[config.mk]
export PLATFORM = sky130hd
export DESIGN_NAME = adder_pipe
export DESIGN_NICKNAME = d
export VERILOG_FILES = /design/src/rtl/adder_pipe.sv
export SDC_FILE = /design/constraint.sdc
export NUM_CORES = 1
export LEC_CHECK = 0
export BUFFER_PORTS_ARGS = -buffer_cell sky130_fd_sc_hd__buf_2
export CAP_MARGIN = 5
export CORE_MARGIN = 10
export CORE_UTILIZATION = 25
export DETAILED_ROUTE_END_ITERATION = 16
export PLACE_DENSITY = 0.46
export SLEW_MARGIN = 20
export SYNTH_ARGS = -nofsm -noshare
export SYNTH_HDL_FRONTEND = slang
export SYNTH_SLANG_ARGS = --single-unit
[constraint.sdc]
create_clock -name clk -period 2.4 [get_ports clk]
set_clock_uncertainty 0.1 [all_clocks]
set_input_delay 0 -clock clk [delete_from_list [all_inputs] [get_ports clk]]
set_output_delay 0 -clock clk [all_outputs]
set_load 0.1 [all_outputs]
[src/rtl/adder_pipe.sv]
// Pipelined adder: operands captured into stage 1, sum/carry computed into a
// small in-order result FIFO, with a credit-based in_ready and a pop counter.
module adder_pipe #(
  parameter int WIDTH      = 4,
  parameter int FIFO_DEPTH = 4,
  parameter int CNT_W      = 16
) (
  input  logic             clk,
  input  logic             reset,
  // Handshake rule for both ports: a beat transfers on a rising edge where
  // valid && ready; the producer holds payload and valid until that edge.
  input  logic             in_valid,
  output logic             in_ready,
  input  logic [WIDTH-1:0] a,
  input  logic [WIDTH-1:0] b,
  input  logic             cin,
  output logic             out_valid,
  input  logic             out_ready,
  output logic [WIDTH-1:0] sum,
  output logic             cout,
  output logic [CNT_W-1:0] txn_count
);

  localparam int AW = (FIFO_DEPTH > 1) ? $clog2(FIFO_DEPTH) : 1;
  localparam int CW = AW + 1;

  // Stage-1 operand register
  logic             r_s1_valid;
  logic [WIDTH-1:0] r_s1_a;
  logic [WIDTH-1:0] r_s1_b;
  logic             r_s1_cin;

  // Result FIFO
  logic [WIDTH-1:0] r_fifo_sum  [FIFO_DEPTH];
  logic             r_fifo_cout [FIFO_DEPTH];
  logic [AW-1:0]    r_wr_ptr;
  logic [AW-1:0]    r_rd_ptr;
  logic [CW-1:0]    r_count;

  logic [CNT_W-1:0] r_txn_count;
  logic             r_in_reset;

  logic             w_accept;
  logic             w_push;
  logic             w_pop;
  logic [WIDTH:0]   w_result;
  logic [CW:0]      w_occupancy;
  logic [CW:0]      w_depth;
  logic             w_out_valid;

  // Credits count both FIFO entries and the stage-1 entry, so the stage-1
  // write into the FIFO can never find it full.
  assign w_occupancy = {1'b0, r_count} + {{CW{1'b0}}, r_s1_valid};
  assign w_depth     = (CW+1)'(FIFO_DEPTH);
  assign in_ready    = !r_in_reset && (w_occupancy < w_depth);

  assign w_out_valid = (r_count != '0);
  assign w_accept    = in_valid && in_ready;
  assign w_push      = r_s1_valid;
  assign w_pop       = w_out_valid && out_ready;

  assign w_result = {1'b0, r_s1_a} + {1'b0, r_s1_b} + {{WIDTH{1'b0}}, r_s1_cin};

  always_ff @(posedge clk) begin
    if (reset) begin
      r_in_reset <= 1'b1;
    end else begin
      r_in_reset <= 1'b0;
    end
  end

  always_ff @(posedge clk) begin
    if (reset) begin
      r_s1_valid <= 1'b0;
    end else begin
      r_s1_valid <= w_accept;
    end
  end

  always_ff @(posedge clk) begin
    if (w_accept) begin
      r_s1_a   <= a;
      r_s1_b   <= b;
      r_s1_cin <= cin;
    end
  end

  always_ff @(posedge clk) begin
    if (w_push && !reset) begin
      r_fifo_sum[r_wr_ptr]  <= w_result[WIDTH-1:0];
      r_fifo_cout[r_wr_ptr] <= w_result[WIDTH];
    end
  end

  always_ff @(posedge clk) begin
    if (reset) begin
      r_wr_ptr <= '0;
      r_rd_ptr <= '0;
      r_count  <= '0;
    end else begin
      if (w_push) begin
        r_wr_ptr <= r_wr_ptr + AW'(1);
      end
      if (w_pop) begin
        r_rd_ptr <= r_rd_ptr + AW'(1);
      end
      case ({w_push, w_pop})
        2'b10:   r_count <= r_count + CW'(1);
        2'b01:   r_count <= r_count - CW'(1);
        default: r_count <= r_count;
      endcase
    end
  end

  always_ff @(posedge clk) begin
    if (reset) begin
      r_txn_count <= '0;
    end else if (w_pop) begin
      r_txn_count <= r_txn_count + CNT_W'(1);
    end
  end

  assign out_valid = w_out_valid;
  assign sum       = w_out_valid ? r_fifo_sum[r_rd_ptr]  : '0;
  assign cout      = w_out_valid ? r_fifo_cout[r_rd_ptr] : 1'b0;
  assign txn_count = r_txn_count;

endmodule

## After elaboration in Yosys (flattened, before gate mapping)

Memories as Yosys holds them, arrays and structs flattened. A register that Yosys moved wholly into a read port is not among the register bits.
Index checks and enable logic that the tools add are counted.

| storage, ports and cells | value |
|---|---|
| flip-flop bits (word level) | 34 |
| bits in writable memories | 20 |
| output and inout port bits | 23 |
| word-level logic and storage cells | 40 |
| memories | 2 |

Memories:

| name | depth | width | rd ports | clocked after Yosys merged registers in | write ports | RTL line | text |
|---|---|---|---|---|---|---|---|
| r_fifo_sum | 4 | 4 | 1 | 1 | 1 | 34 | `logic [WIDTH-1:0] r_fifo_sum [FIFO_DEPTH];` |
| r_fifo_cout | 4 | 1 | 1 | 1 | 1 | 35 | `logic r_fifo_cout [FIFO_DEPTH];` |

| cells by class | value |
|---|---|
| add/subtract/negate cells | 8 |
| $lt $le $gt $ge | 1 |
| equal/unequal tests | 2 |
| mux-type cells | 10 |
| reduce and logical (&&, ||, !) cells | 8 |

Operators by type and width:

| operator | count |
|---|---|
| $add A16 B1 Y16 const B | 1 |
| $mux W2 | 4 |
| $pmux W3 S2 | 1 |
| $add A4 B4 Y5 | 1 |
| $add A5 B1 Y5 | 1 |
| $add A2 B1 Y2 const B | 2 |
| $add A3 B1 Y4 | 1 |
| $logic_and A1 B1 Y1 | 4 |
| $lt A4 B3 Y1 const B | 1 |
| $mux W1 | 4 |
| $mux W4 | 1 |
| $add A3 B1 Y3 const B | 1 |
| $reduce_bool A3 Y1 | 1 |
| $sub A3 B1 Y3 const B | 1 |
| $eq A2 B1 Y1 const B | 1 |
| $eq A2 B2 Y1 const B | 1 |
| $logic_not A1 Y1 | 2 |
| $reduce_bool A2 Y1 | 1 |

## Logic depth before layout (Yosys ltp)

| logic depth | value |
|---|---|
| word-level depth | 4 |
| depth in mapped cells | 8 |
| mapped depth without buffers | 7 |

## Least setup slack after synthesis

No wires, ideal clock.

| timing path | value |
|---|---|
| path kind | reg-to-reg |
| from | register r_count[0] |
| to | register r_s1_a[0] (enable) |
| library setup time | 0.342 ns |
| arrival time | 3.414 ns |
| setup slack | -1.455 ns |
| stages on the path, launching flop included | 3 |
| path through | dfxtp_1 a311oi_1 and2_1 |

| between the ends | value |
|---|---|
| word-level cells in the longest chain between the ends | 4 |

RTL lines:

| what | RTL line | text |
|---|---|---|
| from (decl) | 38 | `logic [CW-1:0] r_count;` |
| from (signal assigned) | 108 | `2'b10: r_count <= r_count + CW'(1);` |
| from (signal assigned) | 109 | `2'b01: r_count <= r_count - CW'(1);` |
| from (signal assigned) | 110 | `default: r_count <= r_count;` |
| $add A3 B1 Y4 | 53 | `assign w_occupancy = {1'b0, r_count} + {{CW{1'b0}}, r_s1_valid};` |
| $lt A4 B3 Y1 | 55 | `assign in_ready = !r_in_reset && (w_occupancy < w_depth);` |
| $logic_and A1 B1 Y1 | 55 |  |
| via in_ready | 13 | `output logic in_ready,` |
| $logic_and A1 B1 Y1 | 58 | `assign w_accept = in_valid && in_ready;` |
| via w_accept | 43 | `logic w_accept;` |
| to (signal assigned) | 82 | `r_s1_a <= a;` |
| to (decl) | 29 | `logic [WIDTH-1:0] r_s1_a;` |

The timed path passes the listed nets, and every way through them passes these cells.
A chain may end at the register's enable or synchronous reset.

## Final worst setup path

| timing path | value |
|---|---|
| from | register r_count[2] |
| to | output port sum[3] |

| between the ends | value |
|---|---|
| word-level cells in the longest chain between the ends | 2 |

RTL lines:

| what | RTL line | text |
|---|---|---|
| $reduce_bool A3 Y1 | 57 | `assign w_out_valid = (r_count != '0);` |
| $mux W4 | 124 | `assign sum = w_out_valid ? r_fifo_sum[r_rd_ptr] : '0;` |
| to (decl) | 19 | `output logic [WIDTH-1:0] sum,` |

Every way passes these cells.

==> metrics.md <==
| Metric | Value |
|---|---|
| Unrepaired setup endpoints after global routing | `no` |
| Crit path cell chain | `nor3_1 -> nor2b_1 -> buf_2` |
| Top cells by area, synth | `edfxtp_1, dfxtp_1, ha_1` |
| Period utilization | `0.856` |
| Worst skew pair latency | `roughly 310 ps` |
| Top cell type by total area after synthesis | `edfxtp_1` |
| # hold bufs at CTS | `10` |
| Routed Antenna Nets | `0` |
| Core ar. | `between 9000 and 10000 sq um` |
| First-pass GRT wire length | `7780 um` |
| Critical Path RT | `~2300 ps` |
| Post-Syn Area | `2400 sq um` |
| Die Wd | `118 um` |
| Pre-antenna DRT Iters | `4` |
| Synth unique cells | `34` |
| Initial Utilization | `0.258` |
| CP arrival | `just under 2000 ps` |
| H-tree depth | `2` |
| Fillcell total | `just under 1k` |
| Postcts setup bufs | `0` |
| Worst-path fanout max | `6` |
| CP Launch Type | `flip-flop` |
| Switching pwr | `roughly 1000 uW` |
| Int Pwr | `between 1000 and 1500 uW` |
| Number of global-route vias before repair | `~1.5k` |
| Fin. max-slew vios | `0` |
| Slowest library cell on the worst path | `nor3_1` |
| Ys async rst share | `0` |
| IO Pins | `36` |
| Syn_area_per_cell | `approximately 12 sq um` |
| Mapped Nets | `between 200 and 250` |
| Worst VDD drop | `0.000225 V` |
| Residual DRC | `0` |
| Drt first-iter violations | `59` |
| Switching share of power | `0.401` |
| Crit path time final | `between 2000 and 2500 ps` |
| PD cells | `848 nW/um^2` |
| Area grow syn2layout | `22.3%` |
| Leakage Power | `about 0.0011 uW` |
| Fin. Hold Viols | `0` |
| Standard-cell rows | `35` |
| Number of enable flip-flop cells after synthesis | `29` |
| Reg area | `1410 sq um` |
| Nets | `267` |
| Sequential Power Share | `0.458` |
| Power share of the clock group | `0.213` |
| Diodes inserted | `0` |
| Largest stage delay, worst path | `around 800 ps` |
| Fin util | `0.316` |
| Run status | `completed` |
| TNS Setup | `0 ps` |
| Routability cong. | `roughly 0.7` |
| Synth top area share | `0.363` |
| CTS sink cnt | `between 50 and 60` |
| Final setup viols | `0` |
| Total placed cells including tap cells | `354` |
| Count leader, synth | `edfxtp_1` |
| Top post-synthesis cells by count | `edfxtp_1, dfxtp_1, nor2_1` |
| Largest net degree at the start of global routing | `29` |
| Final std cells w/o fill | `between 300 and 400` |
| Synthesized flop and latch total | `56` |
| Root Buffer | `clkbuf_8` |
| Critical Setup Path Class | `reg2out` |
| Max Root-Sink Buffers | `2` |
| Initial antenna violation count | `0` |
| Worst-path clk slew | `around 100 ps` |
| Max-cap violations | `0` |
| Fmax | `about 490 MHz` |
| Die height | `between 100 and 150 um` |
| Synthesized instance count | `around 200` |
| Crit. End Element | `output pin` |
| CTS tree | `yes` |
| Final hold slack | `roughly 150 ps` |
| GRT Total Usage | `0.0678` |
| HP Class | `in2reg` |
| Share of cells above drive strength 1 | `0.214` |
| Slew HR | `0.359` |
| Multi-input gate area | `between 900 and 1000 sq um` |
| Hpwl dp | `~3300 um` |
| Clock buffer count from CTS | `5` |
| DR vias/cell | `between 4 and 5` |
| PostCTS Resize Cnt | `0` |
| Worst slew pin tran | `between 900 and 1000 ps` |
| Total die area | `between 10000 and 15000 sq um` |
| Vias post-DR | `1524` |
| Sequential area share after synthesis | `0.588` |
| Yosys warns | `0` |
| Congestion Overflow GR | `0` |
| Comb pwr share | `0.329` |
| Number of port buffers | `35` |
| Flip-flop cell with the highest count after synthesis | `edfxtp_1` |
| Overall Power | `roughly 2500 uW` |
| Total Wirelength | `around 4500 um` |
| Post-DR wirelength/cell | `12.2 um` |
critical path, delay by kind of cell, from the launching register on:
family                 cells  cell delay (ps)
buffers and inverters      1              340
DFF                        1              390
and+or+nand+nor            2              920
stage by stage:
step / area (sq um) / setup slack [ps]
6_report: 2940 / 347
3_3_place_gp: 2740 / 427
5_1_grt: 2940 / 150
3_5_place_dp: 2740 / 359
4_1_cts: 2940 / 245
2_1_floorplan: 2420 / 32.0
cell families (layout without fill, tap and decap cells):
logic type | Yosys count | after routing | synth area share
AND/OR/NAND/NOR | 63 | 63 | 0.141
XOR/XNOR | 16 | 16 | 0.0584
adder cells (fa/ha/maj) | 12 | 12 | 0.0720
AO/OA/AOI/OAI | 21 | 21 | 0.0532
flip-flops | 56 | 56 | 0.588
multiplexers | 7 | 7 | 0.0553
buffers and inverters | 20 | 68 | 0.0318
worst paths after layout:
path / from / endpoint / slack (ps) / cells after the start
min: out_ready / txn_count[4]$_SDFFE_PP0P_ / 150 / 5
min reg2reg: txn_count[15]$_SDFFE_PP0P_ / txn_count[15]$_SDFFE_PP0P_ / 380 / 2
max reg2reg: r_count[0]$_SDFFE_PP0P_ / r_count[2]$_SDFFE_PP0P_ / 350 / 7
max: r_count[2]$_SDFFE_PP0P_ / sum[3] / 350 / 3
cell usage in the layout (no fill, tap or decap), drive strengths merged:
cell type    netlist  layout
nand2b             2       2
mux4               5       5
nor3b              1       1
o21ai              5       5
mux2i              2       2
or3                4       4
ha                 9       9
nand3              4       4
clkbuf             6       5
a21o               1       1
and4               2       2
nor2b              7       7
o311ai             1       1
o31a               1       1
and4bb             1       1
xor2               5       5
buf                1      37
nor3               4       4
o31ai              2       2
xnor2             11      11
and2               6       6
dfxtp             27      27
nor2              20      20
a311oi             1       1
or4                2       2
clkinvlp           0       1
or2                1       1
nand2              6       6
a31o               1       1
a21oi              9       9
edfxtp            29      29
inv               13      15
nand4              2       2
dlygate4sd3        0      10
nor4b              1       1
fa                 3       3
flip-flops by register name, summed over array words and instances (netlist names), named ones only:
register,count
r_fifo_sum,16
txn_count,16
r_fifo_cout,4
r_s1_a,4
r_s1_b,4
r_count,3
r_rd_ptr,2
r_wr_ptr,2
r_in_reset,1
r_s1_cin,1
r_s1_valid,1
per-layer routing:
| layer | track usage | wire length, um | vias up |
|---|---|---|---|
| li1 | - | - | 774 |
| met1 | 0.0863 | 2160 | 718 |
| met5 | 0 | 0 | - |
| met2 | 0.107 | 2170 | 28 |
| met3 | 0.0158 | 134 | 4 |
| met4 | 0.0301 | 65 | 0 |
power groups by stage:
stage | clock network (uW) | registers [uW] | logic, uW
6_report | 531 | 1140 | 818
5_1_grt | 599 | 1150 | 873
4_1_cts | 557 | 1150 | 831
3_5_place_dp | 0 | 1170 | 818
3_3_place_gp | 0 | 1170 | 811
2_1_floorplan | 0 | 1190 | 630
final cells by class:
type | count | area share
tap | 129 | 0.0550
multi-input combinational | 119 | 0.317
clock buffer | 5 | 0.0234
timing repair buffer | 47 | 0.0989
clock inverter | 3 | 0.00853
inverter | 13 | 0.0166
sequential | 56 | 0.481
Note: power is estimated with default switching activity, not from simulation.
